### src/rtl/seq_alu.sv
// Sequential ALU: single-cycle logic/arith ops and a WIDTH-cycle shift-add multiplier.
// Results are held in an output register until the consumer takes them with Out_Ready.
module seq_alu #(
  parameter int WIDTH = 16
) (
  input  logic             Clk,
  input  logic             Reset_n,
  input  logic             In_Valid,
  output logic             In_Ready,
  input  logic [2:0]       Fn,
  input  logic [WIDTH-1:0] A,
  input  logic [WIDTH-1:0] B,
  output logic [WIDTH-1:0] Out,
  output logic             Out_Valid,
  input  logic             Out_Ready,
  output logic [2:0]       NZP,
  output logic             C,
  output logic             V
);

  localparam int CW = $clog2(WIDTH + 1);

  typedef enum logic {IDLE, BUSY} state_t;

  state_t         state, state_n;
  logic [WIDTH-1:0] mcand, mcand_n, mplier, mplier_n, acc, acc_n;
  logic [CW-1:0]  cnt, cnt_n;
  logic [WIDTH-1:0] out_n;
  logic           valid_n, c_n, v_n;
  logic [2:0]     nzp_n;

  logic [WIDTH-1:0] alu_res;
  logic             alu_c, alu_v;
  logic [WIDTH:0]   sum;
  logic [WIDTH-1:0] diff;
  logic             accept;

  assign In_Ready = Reset_n & (state == IDLE) & (~Out_Valid | Out_Ready);
  assign accept   = In_Valid & In_Ready;
  assign sum      = {1'b0, A} + {1'b0, B};
  assign diff     = A - B;

  always_comb begin
    alu_res = '0;
    alu_c   = 1'b0;
    alu_v   = 1'b0;
    case (Fn)
      3'b000: begin
        alu_res = sum[WIDTH-1:0];
        alu_c   = sum[WIDTH];
        alu_v   = (A[WIDTH-1] == B[WIDTH-1]) && (sum[WIDTH-1] != A[WIDTH-1]);
      end
      3'b001: alu_res = A & B;
      3'b010: alu_res = ~A;
      3'b011: alu_res = A;
      3'b100: begin
        alu_res = diff;
        alu_c   = (A >= B);
        alu_v   = (A[WIDTH-1] != B[WIDTH-1]) && (diff[WIDTH-1] != A[WIDTH-1]);
      end
      3'b101: alu_res = A | B;
      3'b110: alu_res = A ^ B;
      3'b111: alu_res = '0;
    endcase
  end

  always_comb begin
    state_n  = state;
    mcand_n  = mcand;
    mplier_n = mplier;
    acc_n    = acc;
    cnt_n    = cnt;
    out_n    = Out;
    c_n      = C;
    v_n      = V;
    valid_n  = Out_Valid & ~Out_Ready;
    case (state)
      IDLE: begin
        if (accept) begin
          if (Fn == 3'b111) begin
            state_n  = BUSY;
            mcand_n  = A;
            mplier_n = B;
            acc_n    = '0;
            cnt_n    = '0;
          end else begin
            out_n   = alu_res;
            c_n     = alu_c;
            v_n     = alu_v;
            valid_n = 1'b1;
          end
        end
      end
      BUSY: begin
        // WIDTH iteration edges, then one more edge to publish the product
        if (cnt == CW'(WIDTH)) begin
          out_n   = acc;
          c_n     = 1'b0;
          v_n     = 1'b0;
          valid_n = 1'b1;
          state_n = IDLE;
        end else begin
          if (mplier[0]) acc_n = acc + mcand;
          mcand_n  = mcand << 1;
          mplier_n = mplier >> 1;
          cnt_n    = cnt + 1'b1;
        end
      end
      default: state_n = IDLE;
    endcase
    if (out_n[WIDTH-1])   nzp_n = 3'b100;
    else if (out_n == '0) nzp_n = 3'b010;
    else                  nzp_n = 3'b001;
  end

  always_ff @(posedge Clk) begin
    if (!Reset_n) begin
      state     <= IDLE;
      mcand     <= '0;
      mplier    <= '0;
      acc       <= '0;
      cnt       <= '0;
      Out       <= '0;
      NZP       <= 3'b010;
      C         <= 1'b0;
      V         <= 1'b0;
      Out_Valid <= 1'b0;
    end else begin
      state     <= state_n;
      mcand     <= mcand_n;
      mplier    <= mplier_n;
      acc       <= acc_n;
      cnt       <= cnt_n;
      Out       <= out_n;
      NZP       <= nzp_n;
      C         <= c_n;
      V         <= v_n;
      Out_Valid <= valid_n;
    end
  end

endmodule

### config.mk
export PLATFORM = sky130hd
export DESIGN_NAME = seq_alu
export DESIGN_NICKNAME = d
export VERILOG_FILES = /design/src/rtl/seq_alu.sv
export SDC_FILE = /design/constraint.sdc
export NUM_CORES = 1
export LEC_CHECK = 0
export BUFFER_PORTS_ARGS = -buffer_cell sky130_fd_sc_hd__buf_2
export CORE_ASPECT_RATIO = 1.4
export CORE_MARGIN = 2
export CORE_UTILIZATION = 35
export CTS_BUF_LIST = sky130_fd_sc_hd__clkbuf_8
export CTS_CLUSTER_SIZE = 12
export DETAILED_ROUTE_END_ITERATION = 10
export PLACE_DENSITY_LB_ADDON = 0.12
export REMOVE_ABC_BUFFERS = 1
export SKIP_CTS_REPAIR_TIMING = 1
export SYNTH_ARGS = -nofsm -noshare
export SYNTH_HDL_FRONTEND = slang
export SYNTH_SLANG_ARGS = --single-unit
### constraint.sdc
create_clock -name Clk -period 3.8 [get_ports Clk]
set_input_delay 0 -clock Clk [delete_from_list [all_inputs] [get_ports Clk]]
set_output_delay 0 -clock Clk [all_outputs]
set_load 0.02 [all_outputs]
==> results by group <==
Logic synthesis
  – Syn avg cell area: approximately 7.4 sq um
  – Fraction of registers with async set/reset: 0%
  – Post-synthesis sequential area ratio: between 20% and 30%
  – Ys Warns: 0
  – Mapped Area: roughly 6900 sq um
  – Yosys cell types: 83
  – Ys flop type: dfxtp_1
  – Synth area leaders: dfxtp_1 (22%), ha_1 (12%), nor2_1 (6.4%)
  – Post-synth EDFFs: 0
  – Top cell type by total area after synthesis: dfxtp_1
  – Yosys top cell area share: between 20% and 30%
  – Cells after synthesis: roughly 940
  – Count of state elements after synthesis: 75

Placement
  – Dpl ws: slightly above 0.8 ns
  – IO Port Bufs: just over 60
  – Dpl cells: between 1,000 and 1,500
  – RePlAce Congestion: 0.963
  – Post-DP Area: between 7000 and 8000 sq um
  – DP HPWL: around 19,000 microns

Final layout
  – Non-Filler Instances: between 1,000 and 1,500
  – Fin area: 7660 sq um
  – Final Util: 38.9%
  – Layout Nets: 1,087
  – Layout cell share with drive strength beyond 1: a little over an eighth
  – Diodes inserted: 0
  – Area delta synth->final: 10.3%

Timing
  – F_max: 0.314 GHz
  – Period minus WS final: ~3.2 ns
  – Final setup margin: between 0.6 and 0.7 ns
  – Max Slew Vio Count: 0
  – Setup TNS: 0 ns
  – Final Skew: 0.0135 ns
  – Hold_ws: between 0.01 and 0.015 ns
  – Final worst path period share: 83.8%
  – # setup viols final: 0
  – Rel. slew slack: 38.6%
  – RSZ-0062 raised after global routing: false
  – Slew @ Worst Pin: 0.922 ns
  – Hold Violations, Final: 0

Drt
  – 1st-iter DRT viols: ~630
  – Via-per-instance ratio: 5.72
  – DR WL/cell: approximately 20 microns
  – Vias: 7,070
  – Drt drc: 0
  – Post-DRT Antenna Nets: 0
  – First drt pass iteration count: 7
  – DRT Wirelength: approximately 25,000 microns

Global routing
  – Largest net degree at the start of global routing: 88
  – Global-route usage over all layers: ~24%
  – Initial antenna violation count: 0
  – First-pass GRT wire length: 38,900 microns
  – Number of global-route vias before repair: about 7,000
  – GR Overflow Total: 0

Die
  – Die ar.: 21,000 sq um
  – I/O pin count: 62
  – Row cnt: 61
  – Die span in x: ~120 microns
  – Initial Util: a little over a third
  – Die height: between 150 and 200 microns
  – Core area: between 15,000 and 20,000 sq um

Power
  – Clock power frac: between 20% and 30%
  – Sequential power share: 39.0%
  – Pint: approximately 1.3 mW
  – P_sw: approximately 840 uW
  – Total Power: between 2 and 2.5 mW
  – Combinational fraction of design power: a little under a third
  – Leak: 3.19 nW
  – Switching fraction of total power: about two fifths
  – Worst VDD drop: around 120 uV
  – Pwr dens: 283 nW/um^2

Hold path
  – Hold path endpoint: mplier[2]
  – Hold depth: 5
  – Hold_sp: B[2]
  – HP Class: primary input to register

Critical path
  – R2R setup slack: ~0.95 ns
  – Reg2reg end: acc[14]
  – WP data required: between 4 and 5 ns
  – Setup crit start kind: primary input
  – Critical Path Fanout Max: 5
  – Setup crit end kind: register
  – Critical path class: primary input to register
  – R2r worst-path depth: 11
  – Critical R2R Launch: mcand[0]
  – WP data arrival: roughly 3.5 ns

CTS
  – CTS Buffer Depth: 2
  – Clk_lat worst skew: ~0.4 ns
  – CTS buffer count: 9
  – CTS root buf: clkbuf_8
  – CTS clk-pin slew, worst paths: roughly 0.090 ns
  – CTS tree: built
  – Clock sinks: between 70 and 80
  – H-tree depth: 3

Job
  – Max cap viols: 0

Status
  – Status: finished clean
## power groups by stage
| stage | logic [mW] | clock network (mW) | registers, mW |
|---|---|---|---|
| 2_1_floorplan | 0.412 | 0 | 0.880 |
| 4_1_cts | 0.679 | 0.655 | 0.847 |
| 6_report | 0.689 | 0.636 | 0.847 |
| 5_1_grt | 0.758 | 0.679 | 0.851 |
| 3_3_place_gp | 0.677 | 0 | 0.866 |
| 3_5_place_dp | 0.676 | 0 | 0.866 |
## state kept, by name (all words and copies together), names as in the netlist
register   count
acc           16
V              1
mplier        16
cnt            5
Out_Valid      1
mcand         16
C              1
NZP            2
state          1
Out           16
## worst max path at each step
stage	start	slack, ns	to	depth (start not counted)
finish	A[0]	0.61	NZP[0]	14
global route	A[0]	0.37	NZP[1]	15
CTS	mcand[0]	0.95	acc[14]	11
detailed placement	A[0]	0.80	NZP[0]	13
global placement	A[0]	0.80	NZP[0]	13
floorplan	cnt[0]	-0.90	cnt[3]	8
## metal layers
metal  track usage (%)  vias to the layer above  part of all wire (%)
met5                 0                        -                     0
met4              11.1                        0                   4.3
met3              3.10                       69                   4.4
met2              42.9                      228                    50
met1              29.5                     3318                    42
li1                  -                     3455                     -
## worst max-delay path, cell delays in order
cell and delay, ns:
dlygate4sd3_1 0.53, buf_2 0.15, ha_1 0.25, inv_1 0.07, fa_1 0.39, nand2b_1 0.21, a2111oi_4 0.45, nor3_1 0.08
o311a_1 0.33, a221oi_2 0.28, nor4_1 0.09, and4_1 0.24, and4b_1 0.17, a311oi_1 0.24
## logic make-up (layout without fill, tap and decap cells)
kind of cell | count (synthesis) | in the layout | share of synthesized area [%]
AO/OA/AOI/OAI | 304 | 304 | 29.4
XOR/XNOR | 25 | 25 | 3.15
adder cells (fa/ha/maj) | 68 | 68 | 12.6
buffers and inverters | 122 | 166 | 8.08
flip-flops | 75 | 75 | 21.6
multiplexers | 22 | 22 | 3.20
AND/OR/NAND/NOR | 325 | 325 | 22.0
## layout by cell type, fill, tap and decap left out, drive strengths merged, types with 5 or more instances in the layout
master / synthesis / routed
nor2: 121 / 121
buf: 26 / 86
dfxtp: 75 / 75
nand2: 75 / 75
a21oi: 71 / 71
o21ai: 67 / 67
ha: 65 / 65
inv: 61 / 63
o211ai: 37 / 37
nor3: 28 / 28
nand3: 21 / 21
mux2i: 20 / 20
nor2b: 17 / 17
xnor2: 15 / 15
a22oi: 13 / 13
nand2b: 13 / 13
a31oi: 12 / 12
clkbuf: 35 / 11
a21o: 11 / 11
and2: 11 / 11
o21a: 11 / 11
xor2: 10 / 10
o221ai: 9 / 9
o31ai: 8 / 8
or3: 7 / 7
o22ai: 7 / 7
o21bai: 6 / 6
a211oi: 6 / 6
and3: 6 / 6
a221oi: 5 / 5
o311ai: 5 / 5
or2: 5 / 5
## area by class of cell
class,count,area (sq um)
Fill cell,2149,12000
Sequential cell,75,1500
Clock inverter,5,27.5
Inverter,61,229
Clock buffer,11,151
Timing Repair Buffer,89,536
Multi-Input combinational cell,744,4900
Tap cell,252,315
## cell usage after synthesis, drive strengths merged (4+ instances only)
cell type,n
a2111oi,4
a211oi,6
a21o,11
a21oi,71
a221oi,5
a22oi,13
a311oi,4
a31oi,12
a32oi,4
and2,11
and3,6
buf,26
clkbuf,35
dfxtp,75
ha,65
inv,61
mux2i,20
nand2,75
nand2b,13
nand3,21
nand4,4
nor2,121
nor2b,17
nor3,28
nor4,4
o211ai,37
o21a,11
o21ai,67
o21bai,6
o221ai,9
o22ai,7
o2bb2ai,4
o311ai,5
o31ai,8
or2,5
or3,7
xnor2,15
xor2,10
(Power assumes the default switching activity.)
